<file path="config.mk">
export PLATFORM = sky130hd
export DESIGN_NAME = apb_master_bridge_flat
export DESIGN_NICKNAME = d
export VERILOG_FILES = /design/src/rtl/apb_master_bridge_if.sv /design/src/rtl/apb_master_bridge.sv /design/src/flat_wrapper.sv
export SDC_FILE = /design/constraint.sdc
export NUM_CORES = 1
export LEC_CHECK = 0
export ABC_AREA = 1
export BUFFER_PORTS_ARGS = -buffer_cell sky130_fd_sc_hd__buf_2
export CAP_MARGIN = 20
export CORE_MARGIN = 2
export CORE_UTILIZATION = 43
export CTS_BUF_LIST = sky130_fd_sc_hd__clkbuf_8
export DETAILED_ROUTE_END_ITERATION = 8
export GPL_ROUTABILITY_DRIVEN = 0
export GPL_TIMING_DRIVEN = 0
export PLACE_DENSITY = 0.78
export SLEW_MARGIN = 25
export SYNTH_ARGS = -nofsm -noshare
export SYNTH_HDL_FRONTEND = slang
export SYNTH_SLANG_ARGS = --single-unit
</file>
<file path="constraint.sdc">
create_clock -name pclk -period 1.6 [get_ports pclk]
set_clock_uncertainty 0.1 [all_clocks]
set_input_delay 0.08 -clock pclk [delete_from_list [all_inputs] [get_ports pclk]]
set_output_delay 0.08 -clock pclk [all_outputs]
set_load 0.01 [all_outputs]
</file>
<file path="src/rtl/apb_master_bridge_if.sv">
// apb_master_bridge_if
// Bundles the command/response handshake and the APB bus seen by the bridge.
//   cmd_*  : requester -> bridge command (valid/ready handshake)
//   rsp_*  : bridge -> requester one-cycle response pulse, plus err_cnt
//   p*     : APB requester-side signals (psel/penable/pwrite/paddr/pwdata out,
//            pready/pslverr/prdata in)
// Modport master is the bridge's view; modport slave is the environment's view
// (command source, response sink and APB completer).
interface apb_master_bridge_if #(
  parameter int ADDR_W = 32,
  parameter int DATA_W = 32
);
  logic              cmd_valid;
  logic              cmd_ready;
  logic              cmd_write;
  logic [ADDR_W-1:0] cmd_addr;
  logic [DATA_W-1:0] cmd_wdata;

  logic              rsp_valid;
  logic [DATA_W-1:0] rsp_rdata;
  logic              rsp_err;
  logic              rsp_timeout;
  logic [15:0]       err_cnt;

  logic              psel;
  logic              penable;
  logic              pwrite;
  logic [ADDR_W-1:0] paddr;
  logic [DATA_W-1:0] pwdata;
  logic              pready;
  logic              pslverr;
  logic [DATA_W-1:0] prdata;

  modport master (
    input  cmd_valid, cmd_write, cmd_addr, cmd_wdata,
    input  pready, pslverr, prdata,
    output cmd_ready,
    output rsp_valid, rsp_rdata, rsp_err, rsp_timeout, err_cnt,
    output psel, penable, pwrite, paddr, pwdata
  );

  modport slave (
    output cmd_valid, cmd_write, cmd_addr, cmd_wdata,
    output pready, pslverr, prdata,
    input  cmd_ready,
    input  rsp_valid, rsp_rdata, rsp_err, rsp_timeout, err_cnt,
    input  psel, penable, pwrite, paddr, pwdata
  );
endinterface

</file>
<file path="src/rtl/apb_master_bridge.sv">
// apb_master_bridge
// Converts single valid/ready commands into APB transfers (IDLE -> SETUP ->
// ACCESS) and returns a one-cycle response pulse. An ACCESS phase that waits
// TIMEOUT cycles without pready is aborted and reported as a timeout error.
// Ports:
//   pclk : clock, all state on the rising edge
//   prst : synchronous active-low reset
//   bus  : apb_master_bridge_if.master (command, response, err_cnt, APB)
// Every output is a register; nothing depends combinationally on an input.
module apb_master_bridge #(
  parameter int ADDR_W  = 32,
  parameter int DATA_W  = 32,
  parameter int TIMEOUT = 16
) (
  input  logic                pclk,
  input  logic                prst,
  apb_master_bridge_if.master bus
);

  typedef enum logic [1:0] {IDLE, SETUP, ACCESS} state_t;

  // Counter value on the edge that would make it reach TIMEOUT.
  localparam logic [7:0] TO_LAST = 8'(TIMEOUT - 1);

  state_t            state_q, state_d;
  logic              accept, done_ok, done_to, err_ev;
  logic [7:0]        wait_q;

  logic              cmd_ready_q;
  logic              psel_q, penable_q, pwrite_q;
  logic [ADDR_W-1:0] paddr_q;
  logic [DATA_W-1:0] pwdata_q;
  logic              rsp_valid_q, rsp_err_q, rsp_timeout_q;
  logic [DATA_W-1:0] rsp_rdata_q;
  logic [15:0]       err_cnt_q;

  function automatic logic [15:0] sat_inc16(input logic [15:0] v);
    return (v == 16'hFFFF) ? v : v + 16'd1;
  endfunction

  always_ff @(posedge pclk) begin
    if (!prst) state_q <= IDLE;
    else       state_q <= state_d;
  end

  // pready wins over the timeout when both land on the same edge.
  always_comb begin
    state_d = state_q;
    accept  = 1'b0;
    done_ok = 1'b0;
    done_to = 1'b0;
    unique case (state_q)
      IDLE: begin
        if (bus.cmd_valid && cmd_ready_q) begin
          accept  = 1'b1;
          state_d = SETUP;
        end
      end
      SETUP: state_d = ACCESS;
      ACCESS: begin
        if (bus.pready) begin
          done_ok = 1'b1;
          state_d = IDLE;
        end else if (wait_q == TO_LAST) begin
          done_to = 1'b1;
          state_d = IDLE;
        end
      end
      default: state_d = IDLE;
    endcase
    err_ev = done_to | (done_ok & bus.pslverr);
  end

  // Output register stage: APB controls follow the next state so they are
  // valid for the whole cycle the FSM spends in that state.
  always_ff @(posedge pclk) begin
    if (!prst) begin
      cmd_ready_q   <= 1'b1;
      psel_q        <= 1'b0;
      penable_q     <= 1'b0;
      pwrite_q      <= 1'b0;
      paddr_q       <= '0;
      pwdata_q      <= '0;
      wait_q        <= '0;
      rsp_valid_q   <= 1'b0;
      rsp_err_q     <= 1'b0;
      rsp_timeout_q <= 1'b0;
      rsp_rdata_q   <= '0;
      err_cnt_q     <= '0;
    end else begin
      cmd_ready_q <= (state_d == IDLE);
      psel_q      <= (state_d != IDLE);
      penable_q   <= (state_d == ACCESS);
      if (accept) begin
        paddr_q  <= bus.cmd_addr;
        pwdata_q <= bus.cmd_wdata;
        pwrite_q <= bus.cmd_write;
        wait_q   <= '0;
      end else if (state_q == ACCESS && !bus.pready) begin
        wait_q <= wait_q + 8'd1;
      end
      rsp_valid_q   <= done_ok | done_to;
      rsp_err_q     <= err_ev;
      rsp_timeout_q <= done_to;
      rsp_rdata_q   <= (done_ok && !pwrite_q && !bus.pslverr) ? bus.prdata : '0;
      if (err_ev) err_cnt_q <= sat_inc16(err_cnt_q);
    end
  end

  assign bus.cmd_ready   = cmd_ready_q;
  assign bus.psel        = psel_q;
  assign bus.penable     = penable_q;
  assign bus.pwrite      = pwrite_q;
  assign bus.paddr       = paddr_q;
  assign bus.pwdata      = pwdata_q;
  assign bus.rsp_valid   = rsp_valid_q;
  assign bus.rsp_err     = rsp_err_q;
  assign bus.rsp_timeout = rsp_timeout_q;
  assign bus.rsp_rdata   = rsp_rdata_q;
  assign bus.err_cnt     = err_cnt_q;

endmodule

</file>
<file path="src/flat_wrapper.sv">
// flat-port wrapper written by rule: the top's interface ports become plain ports
module apb_master_bridge_flat 
#(
  parameter int ADDR_W  = 32,
  parameter int DATA_W  = 32,
  parameter int TIMEOUT = 16
)
  (pclk, prst, bus_cmd_valid, bus_cmd_write, bus_cmd_addr, bus_cmd_wdata, bus_pready, bus_pslverr, bus_prdata, bus_cmd_ready, bus_rsp_valid, bus_rsp_rdata, bus_rsp_err, bus_rsp_timeout, bus_err_cnt, bus_psel, bus_penable, bus_pwrite, bus_paddr, bus_pwdata);
  apb_master_bridge_if #(.ADDR_W(ADDR_W), .DATA_W(DATA_W)) bus_i ();
  input  logic pclk;
  input  logic prst;
  input wire logic [$bits(bus_i.cmd_valid)-1:0] bus_cmd_valid;
  input wire logic [$bits(bus_i.cmd_write)-1:0] bus_cmd_write;
  input wire logic [$bits(bus_i.cmd_addr)-1:0] bus_cmd_addr;
  input wire logic [$bits(bus_i.cmd_wdata)-1:0] bus_cmd_wdata;
  input wire logic [$bits(bus_i.pready)-1:0] bus_pready;
  input wire logic [$bits(bus_i.pslverr)-1:0] bus_pslverr;
  input wire logic [$bits(bus_i.prdata)-1:0] bus_prdata;
  output wire logic [$bits(bus_i.cmd_ready)-1:0] bus_cmd_ready;
  output wire logic [$bits(bus_i.rsp_valid)-1:0] bus_rsp_valid;
  output wire logic [$bits(bus_i.rsp_rdata)-1:0] bus_rsp_rdata;
  output wire logic [$bits(bus_i.rsp_err)-1:0] bus_rsp_err;
  output wire logic [$bits(bus_i.rsp_timeout)-1:0] bus_rsp_timeout;
  output wire logic [$bits(bus_i.err_cnt)-1:0] bus_err_cnt;
  output wire logic [$bits(bus_i.psel)-1:0] bus_psel;
  output wire logic [$bits(bus_i.penable)-1:0] bus_penable;
  output wire logic [$bits(bus_i.pwrite)-1:0] bus_pwrite;
  output wire logic [$bits(bus_i.paddr)-1:0] bus_paddr;
  output wire logic [$bits(bus_i.pwdata)-1:0] bus_pwdata;
  assign bus_i.cmd_valid = bus_cmd_valid;
  assign bus_i.cmd_write = bus_cmd_write;
  assign bus_i.cmd_addr = bus_cmd_addr;
  assign bus_i.cmd_wdata = bus_cmd_wdata;
  assign bus_i.pready = bus_pready;
  assign bus_i.pslverr = bus_pslverr;
  assign bus_i.prdata = bus_prdata;
  assign bus_cmd_ready = bus_i.cmd_ready;
  assign bus_rsp_valid = bus_i.rsp_valid;
  assign bus_rsp_rdata = bus_i.rsp_rdata;
  assign bus_rsp_err = bus_i.rsp_err;
  assign bus_rsp_timeout = bus_i.rsp_timeout;
  assign bus_err_cnt = bus_i.err_cnt;
  assign bus_psel = bus_i.psel;
  assign bus_penable = bus_i.penable;
  assign bus_pwrite = bus_i.pwrite;
  assign bus_paddr = bus_i.paddr;
  assign bus_pwdata = bus_i.pwdata;
  apb_master_bridge #(.ADDR_W(ADDR_W), .DATA_W(DATA_W), .TIMEOUT(TIMEOUT)) u_core (.pclk(pclk), .prst(prst), .bus(bus_i));
endmodule
</file>
Word level (Yosys, flattened, before mapping). Index checks and enable logic that the tools add are counted. W data, S select, Z words.

Bits in registers: 129. Bits of input ports: 102. Output and inout bits: 119. Word-level logic and storage cells: 49.

Add/sub/neg operators: 2. Equality and inequality tests: 5. Mux-type cells: 11. Bitwise operators: 5. Reduce and logical (&&, ||, !) cells: 13.

Operators with widths (count): $add A16 B1 Y16 const B (1); $eq A16 B16 Y1 const B (1); $add A8 B1 Y8 const B (1); $eq A8 B4 Y1 const B (1); $mux W1 (7); $mux W2 (3); $pmux W2 S3 (1); $eq A2 B2 Y1 const B (2); $logic_and A1 B1 Y1 (4); $logic_not A2 Y1 (2); $reduce_and A2 Y1 (2); $logic_not A1 Y1 (3); $eq A2 B1 Y1 const B (1); $not A1 Y1 (2); $or A1 B1 Y1 (2); $reduce_bool A2 Y1 (1); $reduce_or A2 Y1 (1); $and A1 B1 Y1 (1).

Logic depth before layout (Yosys ltp). Gate-level depths: netlist of the first run.

Depth in word-level cells: 6. Mapped depth: 10. Depth with buffers taken out: 10.

Worst setup path before layout of the first run. Ideal clock, no wire load.

Path type: register to register. Start: register u_core.err_cnt_q[0] (netlist: u_core.bus.err_cnt[0]). End: register u_core.err_cnt_q[9] (netlist: u_core.bus.err_cnt[9]). Setup time: 66 ps. Arrival time: 1363 ps. Required time: 1434 ps. Slack: 71 ps. Cell stages (with the launch flop): 11. Buffers on the path: 1. Clock period less this slack: 1529 ps. Cells stage by stage: dfxtp_1 -> ha_1 -> nand3_2 -> inv_2 -> nand2_2 -> inv_2 -> nand2_4 -> nand2_4 -> buf_8 -> nand2_2 -> a21oi_2.

Longest elaborated chain between the ends: 3. Elaborated cells on any way between the ends: 4. Those cells by class: add/sub: 1; eq/ne: 1; bitwise: 1; reduce/logical: 1.

Ends and longest elaborated chain: start: declaration (line apb_master_bridge.sv:35) `logic [15:0] err_cnt_q;`; start signal: assignment (line apb_master_bridge.sv:106) `if (err_ev) err_cnt_q <= sat_inc16(err_cnt_q);`; parallel branches: the longest is 3 deep, another holds $add A16 B1 Y16.

Parallel ways; which one is timed is not known. A chain may end at the register's enable or synchronous reset.

Worst setup path in the final report of the first run.
Start: register u_core.wait_q[1]. End: register u_core.err_cnt_q[2] (netlist: u_core.bus.err_cnt[2]).

Longest elaborated chain between the ends: 6.

Ends and longest elaborated chain: start: declaration (line apb_master_bridge.sv:27) `logic [7:0] wait_q;`; start signal: assignment (line apb_master_bridge.sv:100) `wait_q <= wait_q + 8'd1;`; $eq A8 B4 Y1 (line apb_master_bridge.sv:64) `end else if (wait_q == TO_LAST) begin`; $mux W1 (line apb_master_bridge.sv:64); $mux W1 (line apb_master_bridge.sv:61) `if (bus.pready) begin`; $mux W1 (line apb_master_bridge.sv:52) `unique case (state_q)`; $or A1 B1 Y1 (line apb_master_bridge.sv:71) `err_ev = done_to | (done_ok & bus.pslverr);`; $reduce_and A2 Y1 (no line).

No other way between the ends.

==> impl_metrics.env, run 1 <==
export IMPL_status="finished, final reports clean"
export IMPL_drv_cap=0
export IMPL_pre_cts_slack_ns=-0.0662
export IMPL_hold_ws_ns=0.0774
export IMPL_synth_enable_flop_cells=0
export IMPL_drt_iter0_markers=238
export IMPL_final_cell_mix="buf_2, dfxtp_1, dlygate4sd3_1"
export IMPL_synth_flop_cell="dfxtp_1"
export IMPL_fin_crit_sh_pct=97.9
export IMPL_synth_xor_area_share_pct=0.760
export IMPL_layout_commonest_cell="buf_2"
export IMPL_synth_seq_cells=129
export IMPL_worst_ir_drop_vdd_v=0.000569
export IMPL_cts_tree="yes"
export IMPL_ant_nets=0
export IMPL_drt_pass1_iterations=5
export IMPL_synth_compound_area_share_pct=16.6
export IMPL_min_path_type="in2reg"
export IMPL_cp_required_ns=1.81
export IMPL_slew_violations=0
export IMPL_setup_violations=0
export IMPL_critPathCaptureType="flip-flop"
export IMPL_crit_fanout=7
export IMPL_highest_layer="met4"
export IMPL_grt_pass1_wl_um=23600
export IMPL_core_area_mm2=0.0104
export IMPL_setup_ws_ns=0.0342
export IMPL_route_met2_wl_um=8380
export IMPL_rsz0062_at_grt="yes"
export IMPL_avgRoutedWirePerCell_um=16.1
export IMPL_start_util_pct=44.5
export IMPL_dieWidth_um=108
export IMPL_wl_um=15800
export IMPL_holdPathEnd="u_core.wait_q[7]"
export IMPL_clk_latency_ns=0.42
export IMPL_path_clk_slew_ns=0.07
export IMPL_wl_met1_um=5830
export IMPL_syn_area_mm2=0.00461
export IMPL_synth_top_area_cell="dfxtp_1"
export IMPL_grt_max_degree=17
export IMPL_syn_num_nets=593
export IMPL_die_h_um=108
export IMPL_clock_root_buffer="clkbuf_8"
export IMPL_antenna_found_initial=0
export IMPL_grt_ovfl_total=0
export IMPL_ioPinCount=221
export IMPL_cts_buffers=17
export IMPL_synthTopCellsByArea="dfxtp_1, a22o_1, nand2_1"
export IMPL_post_route_drc_count=0
export IMPL_ys_types=30
export IMPL_reg2reg_depth=9
export IMPL_worstHoldStart="bus_cmd_valid"
export IMPL_synth_cells=489
export IMPL_reg2reg_from="u_core.wait_q[1]"
export IMPL_max_freq_ghz=0.639
export IMPL_async_flop_share_pct=0
export IMPL_nNetsFinal=940
export IMPL_synth_top_family_by_area="simple AND/OR/NAND/NOR gates"
export IMPL_synthMuxAreaShare_pct=0
export IMPL_htree_levels=4
export IMPL_diodes=0
export IMPL_syn2layout_area_growth_pct=63.3
export IMPL_grt_pass1_vias=4989
export IMPL_wl_met3_um=1180
export IMPL_hold_viol=0
export IMPL_fp_dieArea_mm2=0.0116
export IMPL_synth_seq_area_share_pct=56.0
export IMPL_crit_arrival_ns=1.77
export IMPL_synth_area_per_cell_um2=9.43
export IMPL_fin_util_pct=72.6
export IMPL_cp_start_kind="flip-flop"
export IMPL_worst_slew_pin_slew_ns=0.259
export IMPL_synth_adder_area_share_pct=0.543
export IMPL_via_per_inst=4.95
export IMPL_synth_top_area_share_pct=56.0
export IMPL_min_path_cells=4
export IMPL_cts_sinks=129
export IMPL_drive_above_1_share_pct=41.1
export IMPL_dp_hpwl_um=9030
export IMPL_core_rowCount=37
export IMPL_total_power_w=0.00710
export IMPL_r2r_end="u_core.bus.err_cnt[2]"
export IMPL_yosysWarnings=0
export IMPL_leakage_nw=3.75
export IMPL_fin_crit_ns=1.57
export IMPL_relSlewSlack_pct=82.6
export IMPL_vias=4866
export IMPL_rrSetupSlack_ns=0.03
export IMPL_cellPowerDensity_mw_per_mm2=943
export IMPL_yosys_area_share_simple_pct=17.8
export IMPL_io_buffer_count=220
export IMPL_cts_buffer_depth=2
export IMPL_grt_use_total_pct=26.2
export IMPL_crit_type="reg2reg"
==> how the worst max path moves through the flow <==
stage	start	end	slack [ns]
4_1_cts	u_core.state_q[1]	u_core.bus.paddr[19]	0.0004
6_report	u_core.wait_q[1]	u_core.bus.err_cnt[2]	0.03
3_3_place_gp	u_core.wait_q[0]	u_core.bus.err_cnt[11]	-0.05
2_1_floorplan	u_core.bus.err_cnt[0]	u_core.bus.err_cnt[9]	0.07
3_5_place_dp	u_core.wait_q[0]	u_core.bus.err_cnt[10]	-0.07
5_1_grt	u_core.state_q[1]	u_core.bus.pwdata[5]	-0.05
==> critical path: stages, from the launching register on <==
cell	delay (ns)
dfxtp_4	0.37
ha_4	0.15
nand3_4	0.09
nor2_4	0.15
nand2_4	0.10
nand2_8	0.13
nand2_8	0.07
clkbuf_16	0.17
nand2_2	0.06
a21oi_2	0.05
==> cell families (layout without fill, tap and decap cells) <==
logic type | Yosys count | after routing
AND/OR/NAND/NOR | 174 | 174
flip-flops | 129 | 129
AO/OA/AOI/OAI | 95 | 95
buffers and inverters | 85 | 443
XOR/XNOR | 4 | 4
adder cells (fa/ha/maj) | 2 | 2
==> per-layer routing <==
metal,global-route usage [%],vias to the layer above
met4,10.9,0
met1,27.8,2269
li1,-,2299
met5,0,-
met2,47.6,262
met3,8.54,36
==> report_power, final <==
group          switching (W)  leakage [nW]  internal (W)
registers           0.000101          1.06       0.00337
logic               0.000452          2.48      0.000507
clock network        0.00117         0.209       0.00151
total                0.00172          3.75       0.00538
==> Yosys cell counts, types with 4 or more instances <==
cell type and instances:
dfxtp_1 129, a22o_1 65, nand2_1 64, nor2_1 64
inv_1 53, a21oi_2 11, inv_2 10, buf_2 9
nand3_1 9, nand3_2 9, a21oi_1 8, nand2_2 7
buf_4 5, nand4_1 5, o21ai_0 5, nand2_4 4
nor3_1 4, o21ai_1 4
==> through the flow <==
step	cell area [um2]	std cells	setup TNS (ns)
6_report	7530	983	0
5_1_grt	7530	983	-0.703
4_1_cts	7310	977	0
3_5_place_dp	5880	845	-0.824
3_3_place_gp	5880	845	-0.204
2_1_floorplan	4610	489	0
==> state kept, by name, indices dropped and copies added, names as in the netlist <==
name                    flops
u_core.bus.rsp_err          1
u_core.bus.pwrite           1
u_core.bus.psel             1
u_core.bus.rsp_rdata       32
u_core.wait_q               8
u_core.bus.pwdata          32
u_core.bus.err_cnt         16
u_core.state_q              2
u_core.bus.cmd_ready        1
u_core.bus.paddr           32
u_core.bus.rsp_valid        1
u_core.bus.rsp_timeout      1
u_core.bus.penable          1
==> cell type report <==
class / instances / area, um2
Sequential cell: 129 / 2610
Multi-Input combinational cell: 275 / 1760
Timing Repair Buffer: 328 / 2210
Clock inverter: 9 / 92.6
Inverter: 63 / 239
Buffer: 22 / 161
Clock buffer: 21 / 289
Fill cell: 713 / 2840
Tap cell: 136 / 170
==> repair_timing <==
| item | in CTS | in global routing |
|---|---|---|
| cloned | 0 | 3 |
| pin swaps | 1 | 7 |
| resized for setup | 10 | 41 |
| setup endpoints to repair | 41 | 87 |
| hold buffers | 100 | 0 |
| buffers inserted | 2 | 3 |
| hold endpoints to repair | 106 | 0 |
No activity file was read; power rests on OpenSTA's default activity.
==> run 2, diff against run 1 <==
- RECOVER_POWER: unset -> 25
==> run 2 against run 1 <==
Against the previous run: sequential share of layout area rose by 0.30 points; design area fell by 0.85%; critical path depth did not move; maximum frequency barely moved; clock power barely moved; power fell by 0.17%; register-to-register slack barely moved; flip-flop and latch count did not move; first-iteration DRC count fell by 13%; largest cell class unchanged.
==> impl_metrics.env, run 2 (synthesis gave the netlist of run 1 again) <==
export IMPL_cellPowerDensity_mw_per_mm2=949
export IMPL_fp_dieArea_mm2=0.0116
export IMPL_via_per_inst=4.96
export IMPL_syn2layout_area_growth_pct=62.0
export IMPL_cts_tree="yes"
export IMPL_cts_sinks=129
export IMPL_grt_pass1_wl_um=23600
export IMPL_wl_um=15800
export IMPL_crit_type="reg2reg"
export IMPL_setup_tns_ns=0
export IMPL_drt_iter0_markers=207
export IMPL_die_h_um=108
export IMPL_clk_latency_ns=0.42
export IMPL_fin_crit_ns=1.57
export IMPL_layout_commonest_cell="buf_2"
export IMPL_worst_slew_pin_slew_ns=0.254
export IMPL_leakage_nw=3.53
export IMPL_io_buffer_count=220
export IMPL_grt_use_total_pct=26.2
export IMPL_worstHoldStart="bus_cmd_valid"
export IMPL_min_path_type="in2reg"
export IMPL_cp_start_kind="flip-flop"
export IMPL_rsz0062_at_grt="yes"
export IMPL_cts_buffers=17
export IMPL_worst_ir_drop_vdd_v=0.000568
export IMPL_start_util_pct=44.5
export IMPL_slew_violations=0
export IMPL_hold_ws_ns=0.0741
export IMPL_dieWidth_um=108
export IMPL_rrSetupSlack_ns=0.03
export IMPL_place_area_mm2=0.00588
export IMPL_drv_cap=0
export IMPL_clock_root_buffer="clkbuf_8"
export IMPL_r2r_end="u_core.bus.err_cnt[2]"
export IMPL_max_freq_ghz=0.638
export IMPL_reg2reg_from="u_core.wait_q[1]"
export IMPL_vias=4876
export IMPL_grt_ovfl_total=0
export IMPL_crit_fanout=7
export IMPL_ant_nets=0
export IMPL_cp_required_ns=1.81
export IMPL_status="finished, final reports clean"
export IMPL_post_route_drc_count=0
export IMPL_relSlewSlack_pct=82.9
export IMPL_drt_pass1_iterations=5
export IMPL_diodes=0
export IMPL_holdPathEnd="u_core.wait_q[7]"
export IMPL_dp_hpwl_um=9030
export IMPL_htree_levels=4
export IMPL_reg2reg_depth=9
export IMPL_core_rowCount=37
export IMPL_drive_above_1_share_pct=35.1
export IMPL_core_area_mm2=0.0104
export IMPL_min_path_cells=4
export IMPL_crit_start="u_core.wait_q[1]"
export IMPL_hold_viol=0
export IMPL_grt_pass1_vias=4989
export IMPL_design_area_mm2=0.00747
export IMPL_nNetsFinal=940
export IMPL_path_clk_slew_ns=0.07
export IMPL_grt_max_degree=17
export IMPL_antenna_found_initial=0
export IMPL_ioPinCount=221
export IMPL_setup_violations=0
export IMPL_crit_arrival_ns=1.78
export IMPL_critPathCaptureType="flip-flop"
export IMPL_avgRoutedWirePerCell_um=16.1
export IMPL_final_cell_mix="buf_2, dfxtp_1, dlygate4sd3_1"
export IMPL_fin_crit_sh_pct=97.9
export IMPL_fillers=756
export IMPL_cts_buffer_depth=2
## run 2: cell types whose count changed in the layout (fill, tap and decap cells not counted)
| cell | previous run | this run |
|---|---|---|
| buf_2 | 229 | 178 |
| clkbuf_1 | 0 | 51 |
## run 2: how the worst max path moves through the flow
| stage | endpoint |
|---|---|
| floorplan | u_core.bus.err_cnt[9] |
| global route | u_core.bus.pwdata[5] |
| detailed placement | u_core.bus.err_cnt[10] |
| global placement | u_core.bus.err_cnt[11] |
| finish | u_core.bus.err_cnt[2] |
| CTS | u_core.bus.paddr[19] |
## run 2: layer usage
metal  vias to the layer above  global-route usage [%]  wire (um)
met1                      2271                    27.8       5760
met5                         -                       0          0
met2                       266                    47.6       8400
li1                       2305                       -          -
met3                        34                    8.54       1270
met4                         0                    10.9        412
## run 2: through the flow
stage                     power [W]  setup WS, ns  cells  utilization [%]
after floorplan             0.00386        0.0711    489                -
after global placement      0.00421       -0.0519    845             56.7
after detailed placement    0.00423       -0.0662    845             56.7
after CTS                   0.00706      0.000387    977             70.5
after global routing        0.00736       -0.0471    983             72.0
final                       0.00709        0.0333    983             72.0
## run 2: report_power, final
part,switching [W],internal (W)
clock,0.00117,0.00151
combinational,0.000451,0.000496
sequential,0.000102,0.00337
total,0.00172,0.00537
## run 2: final cells by class
class / count / area, um2 / area share [%]
inverters: 63 / 239 / 3.20
flip-flops and latches: 129 / 2610 / 34.9
plain buffers: 22 / 161 / 2.16
clock buffers: 21 / 289 / 3.87
repair buffers: 328 / 2150 / 28.8
multi-input cells: 275 / 1760 / 23.5
clock inverters: 9 / 92.6 / 1.24
well taps: 136 / 170 / 2.28
## run 2: worst max-delay path, cell delays in order (launching register included)
cell       delay [ns]
dfxtp_4          0.37
ha_4             0.15
nand3_4          0.09
nor2_4           0.15
nand2_4          0.10
nand2_8          0.13
nand2_8          0.07
clkbuf_16        0.17
nand2_2          0.06
a21oi_2          0.05
## run 2: repair_timing
action | CTS | global route
pin swaps | 1 | 7
resized for setup | 10 | 41
setup buffers | 2 | 3
hold buffers | 100 | 0
endpoints found under the hold margin | 106 | 0
gates cloned | 0 | 3
setup endpoints to repair | 41 | 87
